--- src/rtl/wb_pkg.sv ---
// Shared types and helpers for the write-back commit unit.
package wb_pkg;

    localparam int unsigned XLEN   = 32;
    localparam int unsigned REG_AW = 5;

    // RV32I load encodings; other funct3 values behave as LW
    typedef enum logic [2:0] {
        LD_LB  = 3'b000,
        LD_LH  = 3'b001,
        LD_LW  = 3'b010,
        LD_LBU = 3'b100,
        LD_LHU = 3'b101
    } ld_funct3_e;

    // Raw load return as captured from memory, extended only on commit
    typedef struct packed {
        logic [REG_AW-1:0] rd;
        logic [2:0]        funct3;
        logic [1:0]        byte_off;
        logic [XLEN-1:0]   rdata;
    } lq_entry_t;

    // Pick the addressed byte/halfword and sign- or zero-extend it
    function automatic logic [XLEN-1:0] load_extend(input lq_entry_t e);
        logic [7:0]      b;
        logic [15:0]     h;
        logic [XLEN-1:0] r;
        case (e.byte_off)
            2'd0:    b = e.rdata[7:0];
            2'd1:    b = e.rdata[15:8];
            2'd2:    b = e.rdata[23:16];
            default: b = e.rdata[31:24];
        endcase
        h = e.byte_off[1] ? e.rdata[31:16] : e.rdata[15:0];
        case (e.funct3)
            LD_LB:   r = {{(XLEN-8){b[7]}}, b};
            LD_LH:   r = {{(XLEN-16){h[15]}}, h};
            LD_LBU:  r = {{(XLEN-8){1'b0}}, b};
            LD_LHU:  r = {{(XLEN-16){1'b0}}, h};
            default: r = e.rdata;
        endcase
        return r;
    endfunction

endpackage

--- src/rtl/wb_commit_unit_if.sv ---
// Producer-side handshakes and register-file write port of the commit unit.
// master: execute/memory side plus write-port observer; slave: commit unit.
interface wb_commit_unit_if #(
    parameter int unsigned LQ_DEPTH = 4
);
    localparam int unsigned CW = $clog2(LQ_DEPTH) + 1;

    logic                     alu_valid;
    logic                     alu_ready;
    logic [4:0]               alu_rd;
    logic [wb_pkg::XLEN-1:0]  alu_result;

    logic                     ld_valid;
    logic                     ld_ready;
    logic [4:0]               ld_rd;
    logic [2:0]               ld_funct3;
    logic [1:0]               ld_byte_off;
    logic [wb_pkg::XLEN-1:0]  ld_rdata;

    logic                     reg_write_enable;
    logic [4:0]               write_reg;
    logic [wb_pkg::XLEN-1:0]  write_back_data;
    logic [CW-1:0]            lq_count;

    modport master (
        output alu_valid, alu_rd, alu_result,
        output ld_valid, ld_rd, ld_funct3, ld_byte_off, ld_rdata,
        input  alu_ready, ld_ready,
        input  reg_write_enable, write_reg, write_back_data, lq_count
    );

    modport slave (
        input  alu_valid, alu_rd, alu_result,
        input  ld_valid, ld_rd, ld_funct3, ld_byte_off, ld_rdata,
        output alu_ready, ld_ready,
        output reg_write_enable, write_reg, write_back_data, lq_count
    );
endinterface

--- src/rtl/wb_load_queue.sv ---
// Synchronous FIFO of raw load returns. Push while full is allowed only
// together with a pop in the same cycle.
module wb_load_queue
    import wb_pkg::*;
#(
    parameter int unsigned DEPTH = 4
) (
    input  logic                      clk,
    input  logic                      rst,
    input  logic                      push,
    input  lq_entry_t                 push_data,
    input  logic                      pop,
    output lq_entry_t                 pop_data,
    output logic                      full,
    output logic                      empty,
    output logic [$clog2(DEPTH):0]    count
);
    localparam int unsigned AW = $clog2(DEPTH);
    localparam int unsigned CW = AW + 1;

    lq_entry_t         mem [DEPTH];
    logic [AW-1:0]     wr_ptr;
    logic [AW-1:0]     rd_ptr;
    logic              do_push;
    logic              do_pop;

    assign full     = (count == CW'(DEPTH));
    assign empty    = (count == '0);
    assign do_pop   = pop && !empty;
    assign do_push  = push && (!full || do_pop);
    assign pop_data = mem[rd_ptr];

    // Pointer and occupancy tracking; power-of-two depth lets pointers wrap
    always_ff @(posedge clk or posedge rst) begin
        if (rst) begin
            wr_ptr <= '0;
            rd_ptr <= '0;
            count  <= '0;
        end else begin
            if (do_push) wr_ptr <= wr_ptr + AW'(1);
            if (do_pop)  rd_ptr <= rd_ptr + AW'(1);
            case ({do_push, do_pop})
                2'b10:   count <= count + CW'(1);
                2'b01:   count <= count - CW'(1);
                default: count <= count;
            endcase
        end
    end

    // Entry storage; contents are don't-care until written
    always_ff @(posedge clk) begin
        if (do_push) mem[wr_ptr] <= push_data;
    end

endmodule

--- src/rtl/wb_commit_unit.sv ---
// Write-back commit unit: arbitrates ALU results and queued load returns
// onto the single register-file write port, one commit per cycle.
// Optional feature macro: WB_LQ_BYPASS_EN (idle-unit loads skip the queue).
module wb_commit_unit
    import wb_pkg::*;
#(
    parameter int unsigned LQ_DEPTH = 4
) (
    input  logic                clk,
    input  logic                rst,
    wb_commit_unit_if.slave     bus
);
    localparam int unsigned CW = $clog2(LQ_DEPTH) + 1;

    lq_entry_t          in_entry;
    lq_entry_t          head;
    logic               q_full;
    logic               q_empty;
    logic [CW-1:0]      q_count;
    logic               deq;
    logic               alu_fire;
    logic               ld_fire;
    logic               bypass;
    logic               push;

    logic               commit_we_c;
    logic [4:0]         commit_rd_c;
    logic [XLEN-1:0]    commit_data_c;

    logic               we_q;
    logic [4:0]         wreg_q;
    logic [XLEN-1:0]    wdata_q;

    assign in_entry = '{rd: bus.ld_rd, funct3: bus.ld_funct3,
                        byte_off: bus.ld_byte_off, rdata: bus.ld_rdata};

    // A full queue always wins; otherwise ALU has priority over queued loads
    assign deq      = !q_empty && (q_full || !bus.alu_valid);
    assign alu_fire = bus.alu_valid && !q_full;
    assign ld_fire  = bus.ld_valid && bus.ld_ready;

`ifdef WB_LQ_BYPASS_EN
    assign bypass   = ld_fire && q_empty && !bus.alu_valid;
`else
    assign bypass   = 1'b0;
`endif

    assign push          = ld_fire && !bypass;
    assign bus.alu_ready = !q_full;
    assign bus.ld_ready  = !q_full || deq;

    wb_load_queue #(
        .DEPTH (LQ_DEPTH)
    ) u_lq (
        .clk       (clk),
        .rst       (rst),
        .push      (push),
        .push_data (in_entry),
        .pop       (deq),
        .pop_data  (head),
        .full      (q_full),
        .empty     (q_empty),
        .count     (q_count)
    );

    // Select this cycle's commit source; writes to x0 are consumed silently
    always_comb begin
        commit_we_c   = 1'b0;
        commit_rd_c   = '0;
        commit_data_c = '0;
        if (deq) begin
            commit_we_c   = (head.rd != '0);
            commit_rd_c   = head.rd;
            commit_data_c = load_extend(head);
        end else if (alu_fire) begin
            commit_we_c   = (bus.alu_rd != '0);
            commit_rd_c   = bus.alu_rd;
            commit_data_c = bus.alu_result;
        end else if (bypass) begin
            commit_we_c   = (bus.ld_rd != '0);
            commit_rd_c   = bus.ld_rd;
            commit_data_c = load_extend(in_entry);
        end
        if (!commit_we_c) begin
            commit_rd_c   = '0;
            commit_data_c = '0;
        end
    end

    // Registered write port; address/data read as zero when not writing
    always_ff @(posedge clk or posedge rst) begin
        if (rst) begin
            we_q    <= 1'b0;
            wreg_q  <= '0;
            wdata_q <= '0;
        end else begin
            we_q    <= commit_we_c;
            wreg_q  <= commit_rd_c;
            wdata_q <= commit_data_c;
        end
    end

    assign bus.reg_write_enable = we_q;
    assign bus.write_reg        = wreg_q;
    assign bus.write_back_data  = wdata_q;
    assign bus.lq_count         = q_count;

endmodule

--- src/flat_wrapper.sv ---
// flat-port wrapper written by rule: the top's interface ports become plain ports
module wb_commit_unit_flat import wb_pkg::*;
#(
    parameter int unsigned LQ_DEPTH = 4
)
  (clk, rst, bus_alu_valid, bus_alu_rd, bus_alu_result, bus_ld_valid, bus_ld_rd, bus_ld_funct3, bus_ld_byte_off, bus_ld_rdata, bus_alu_ready, bus_ld_ready, bus_reg_write_enable, bus_write_reg, bus_write_back_data, bus_lq_count);
  wb_commit_unit_if #(.LQ_DEPTH(LQ_DEPTH)) bus_i ();
  input  logic clk;
  input  logic rst;
  input wire logic [$bits(bus_i.alu_valid)-1:0] bus_alu_valid;
  input wire logic [$bits(bus_i.alu_rd)-1:0] bus_alu_rd;
  input wire logic [$bits(bus_i.alu_result)-1:0] bus_alu_result;
  input wire logic [$bits(bus_i.ld_valid)-1:0] bus_ld_valid;
  input wire logic [$bits(bus_i.ld_rd)-1:0] bus_ld_rd;
  input wire logic [$bits(bus_i.ld_funct3)-1:0] bus_ld_funct3;
  input wire logic [$bits(bus_i.ld_byte_off)-1:0] bus_ld_byte_off;
  input wire logic [$bits(bus_i.ld_rdata)-1:0] bus_ld_rdata;
  output wire logic [$bits(bus_i.alu_ready)-1:0] bus_alu_ready;
  output wire logic [$bits(bus_i.ld_ready)-1:0] bus_ld_ready;
  output wire logic [$bits(bus_i.reg_write_enable)-1:0] bus_reg_write_enable;
  output wire logic [$bits(bus_i.write_reg)-1:0] bus_write_reg;
  output wire logic [$bits(bus_i.write_back_data)-1:0] bus_write_back_data;
  output wire logic [$bits(bus_i.lq_count)-1:0] bus_lq_count;
  assign bus_i.alu_valid = bus_alu_valid;
  assign bus_i.alu_rd = bus_alu_rd;
  assign bus_i.alu_result = bus_alu_result;
  assign bus_i.ld_valid = bus_ld_valid;
  assign bus_i.ld_rd = bus_ld_rd;
  assign bus_i.ld_funct3 = bus_ld_funct3;
  assign bus_i.ld_byte_off = bus_ld_byte_off;
  assign bus_i.ld_rdata = bus_ld_rdata;
  assign bus_alu_ready = bus_i.alu_ready;
  assign bus_ld_ready = bus_i.ld_ready;
  assign bus_reg_write_enable = bus_i.reg_write_enable;
  assign bus_write_reg = bus_i.write_reg;
  assign bus_write_back_data = bus_i.write_back_data;
  assign bus_lq_count = bus_i.lq_count;
  wb_commit_unit #(.LQ_DEPTH(LQ_DEPTH)) u_core (.clk(clk), .rst(rst), .bus(bus_i));
endmodule
--- config.mk ---
export PLATFORM = sky130hd
export DESIGN_NAME = wb_commit_unit_flat
export DESIGN_NICKNAME = d
export VERILOG_FILES = /design/src/rtl/wb_pkg.sv /design/src/rtl/wb_commit_unit_if.sv /design/src/rtl/wb_load_queue.sv /design/src/rtl/wb_commit_unit.sv /design/src/flat_wrapper.sv
export SDC_FILE = /design/constraint.sdc
export NUM_CORES = 1
export LEC_CHECK = 0
export CORE_ASPECT_RATIO = 0.9
export CORE_MARGIN = 2
export CORE_UTILIZATION = 40
export DETAILED_ROUTE_END_ITERATION = 8
export PLACE_DENSITY = 0.64
export SYNTH_ARGS = -nofsm -noshare
export SYNTH_HDL_FRONTEND = slang
export SYNTH_SLANG_ARGS = --single-unit
--- constraint.sdc ---
create_clock -name clk -period 3.33 [get_ports clk]
set_input_delay 0.999 -clock clk [delete_from_list [all_inputs] [get_ports clk]]
set_output_delay 0.999 -clock clk [all_outputs]
set_load 0.01 [all_outputs]
==> out/results.ini, run 1 <==
[global_route]
grt_max_degree = 46
global_route_wire_length_before_repair_um = 29090
grtUsageTotal_pct = 17.61
vias_in_the_first_global_route = 4918
grt_antenna_before_repair = 0
grt_remaining_overflow = 0

[run]
maxCapViolations = 0

[power_and_ir_drop]
static-leakage-power_nw = 3.800
vdd_ir_drop_max_mv = 0.4031
power_per_cell_area_nw_per_um2 = 913.6

[logic_synthesis]
mappedNetlistNets = 540
synth-main-ff-cell = edfxtp_1
synth.lib_cells_used.distinct = 48
postSynthAreaPerCell_um2 = 18.80
synth_edf_count = 168
synthCells = 451
netlist_area_um2 = 8478
ys_seq_area_share_pct = 72.79
asyncSetResetFlopFracSynth_pct = 21.13
ys_seq_elements = 213
warnings_from_yosys = 0

[sta]
clock.fmax_mhz = 337.3
slew_violations = 0
final_min_period_over_clock_period_pct = 89.04
post_route_minimum_period_ps = 2965
actual_transition_at_the_worst_max_transition_pin_ps = 603.7
setup-violations-final = 0
finClkSkew_ps = 17.69
worst_hold_slack_ps = 496.8
slew-limit-headroom_pct = 59.67
rsz0062_at_grt = false
setup-tns-final_ps = 0
finalHoldViolations = 0

[setup_path]
worst_r2r_endpoint = u_core.bus.write_back_data[4]
critical_path.max_fanout = 5
r2r-start = u_core.u_lq.rd_ptr[0]
worstSetupPathType = flip-flop to primary output
cpMaxStageDelayCell = or3b_2
crit_path_cell_trace = or3b_2 -> clkdlybuf4s50_1
critPathLaunchType = flip-flop
r2r_slack_ps = 510
cp_required_ps = 2330
worst_ep_arrival_time_ps = 1970
max_stage_delay_ps = 530
crit_path_end_kind = primary output
reg2regPathDepth = 5

[clocking]
clk-insertion-delay-late_ps = 500
cts_tree = yes
cts_post_setup_buffers_inserted = 0
clock_buffers_created_by_tritoncts = 22
ctsHtreeMaxLevel = 1
cts_sinks = 213
hold_buffers = 0
postCtsResizedCells = 0
worst_setup_hold_path_clk_slew_ps = 60
max-clock-path-buffers = 3
buffer_cell_driving_the_clock_tree_root = clkbuf_16

[cells_and_area]
area_growth_pct = 27.69
n_antenna_cell = 0
mostFrequentLayoutCells = 168 x edfxtp_1, 124 x clkdlybuf4s50_1, 43 x dfrtp_1
final_common_cell = edfxtp_1
filler_cell_count = 1684
number_of_flip_flops_in_the_largest_register = 168
final_layout_size_suffix_gt1_share_pct = 16.72
final_net_count = 677

[place]
half_perimeter_wire_length_of_the_detailed_placement_result_um = 13260
portBuffers = 124
place.gp.congestion = 0.8386

[worst_hold_path]
timing.hold.worst_path_depth = 1
hold_start = u_core.u_lq.count[2]
hp-class = flip-flop to flip-flop
hold-path-endpoint = u_core.u_lq.count[2]

[route]
drcViolationCount = 0
drt-pass1-iter-count = 5
vias_per_cell = 5.336
final_antenna_net_count = 0
postRouteWirelength_um = 19460
wl_per_cell_um = 21.87
detailroute.via_count = 4749
first_iter_violations = 395

[outcome]
status = completed

[floorplan]
floorplan.initialDensity_pct = 40.82
die-width_um = 157.5
io_pins = 126
floorplan.rows = 50
die_h_um = 142.1
placeable_area_um2 = 20770
die-area_um2 = 22380

==> worst max-delay path, delay by kind of cell, from the launching register on <==
| family | cells | cell delay (ps) |
|---|---|---|
| buffers and inverters | 1 | 500 |
| and+or+nand+nor | 1 | 530 |
| DFF | 1 | 440 |
==> cell type report <==
| class | instances | area [µm²] | area share, % |
|---|---|---|---|
| clock buffers | 27 | 643.1 | 5.941 |
| clock inverters | 13 | 71.32 | 0.6588 |
| inverters | 8 | 30.03 | 0.2774 |
| multi-input cells | 205 | 2153 | 19.89 |
| flip-flops and latches | 213 | 6173 | 57.03 |
| well taps | 286 | 357.8 | 3.306 |
| repair buffers | 138 | 1396 | 12.90 |
==> cells in the mapped netlist (5+ instances only) <==
master | count | area (µm²)
nor3_1 | 16 | 80.08
buf_2 | 7 | 35.03
o31ai_1 | 7 | 52.55
clkbuf_1 | 12 | 45.04
o21a_1 | 7 | 52.55
nor2_1 | 11 | 41.29
inv_1 | 8 | 30.03
dfrtp_1 | 45 | 1126
a222oi_1 | 7 | 70.07
edfxtp_1 | 168 | 5045
and2_1 | 6 | 37.54
a22o_1 | 29 | 254.0
mux2i_1 | 7 | 70.07
nand2_1 | 6 | 22.52
a21oi_1 | 9 | 45.04
mux4_2 | 38 | 855.8
nand2b_1 | 18 | 112.6
ha_1 | 5 | 62.56
==> cells by family (layout without fill, tap and decap cells) <==
group | Yosys count | after routing | share of synthesized area (%)
DFF | 213 | 213 | 72.79
AOI/OAI and AO/OA | 73 | 73 | 6.922
and+or+nand+nor | 68 | 68 | 4.354
muxes | 51 | 51 | 12.43
buffers and inverters | 33 | 186 | 1.874
adders and majority gates | 6 | 6 | 0.9740
xor gates and xnor gates | 6 | 6 | 0.6198
other | 1 | 1 | 0.04423
==> worst max-delay path by stage <==
stage                                           to  depth (start not counted)            startpoint
detailed placement  u_core.bus.write_back_data[30]                          6         bus_alu_rd[0]
global placement    u_core.bus.write_back_data[30]                          6         bus_alu_rd[0]
CTS                                  bus_alu_ready                          2  u_core.u_lq.count[0]
global route                         bus_alu_ready                          2  u_core.u_lq.count[0]
floorplan           u_core.bus.write_back_data[20]                          8         bus_alu_rd[0]
finish                               bus_alu_ready                          2  u_core.u_lq.count[0]
==> where the power goes <==
group	switching, mW	internal [mW]
combinational	1.92	1.74
sequential	0.280	3.57
clock	0.994	1.38
total	3.20	6.69
==> stage by stage <==
stage / instance area, µm² / instances / worst slack [ps] / total power [mW] / util [%]
after floorplan: 8478 / 451 / 470.9 / 6.149 / -
after global placement: 10110 / 850 / 103.4 / 7.503 / 48.68
after detailed placement: 10110 / 850 / 55.14 / 7.601 / 48.68
after CTS: 10830 / 890 / 349.9 / 9.992 / 52.12
after global routing: 10830 / 890 / 331.8 / 10.39 / 52.12
final: 10830 / 890 / 364.9 / 9.890 / 52.12
==> per-layer routing <==
layer	wire, µm	GRT usage [%]	vias up
met5	0	0	-
met4	443	4.976	0
met3	1340	3.289	32
met2	9288	28.50	224
met1	8391	24.65	2392
li1	-	-	2101
(Power assumes the default switching activity.)
==> run 2: changes to the inputs <==
--- a/config.mk
+++ b/config.mk
@@ -8,6 +8,7 @@
 export CORE_ASPECT_RATIO = 0.9
 export CORE_MARGIN = 2
 export CORE_UTILIZATION = 40
+export CTS_CLUSTER_DIAMETER = 60
 export DETAILED_ROUTE_END_ITERATION = 8
 export PLACE_DENSITY = 0.64
 export SYNTH_ARGS = -nofsm -noshare
==> results of run 2 <==
No change in the layout: final DEF, timing and power equal those of run 1.
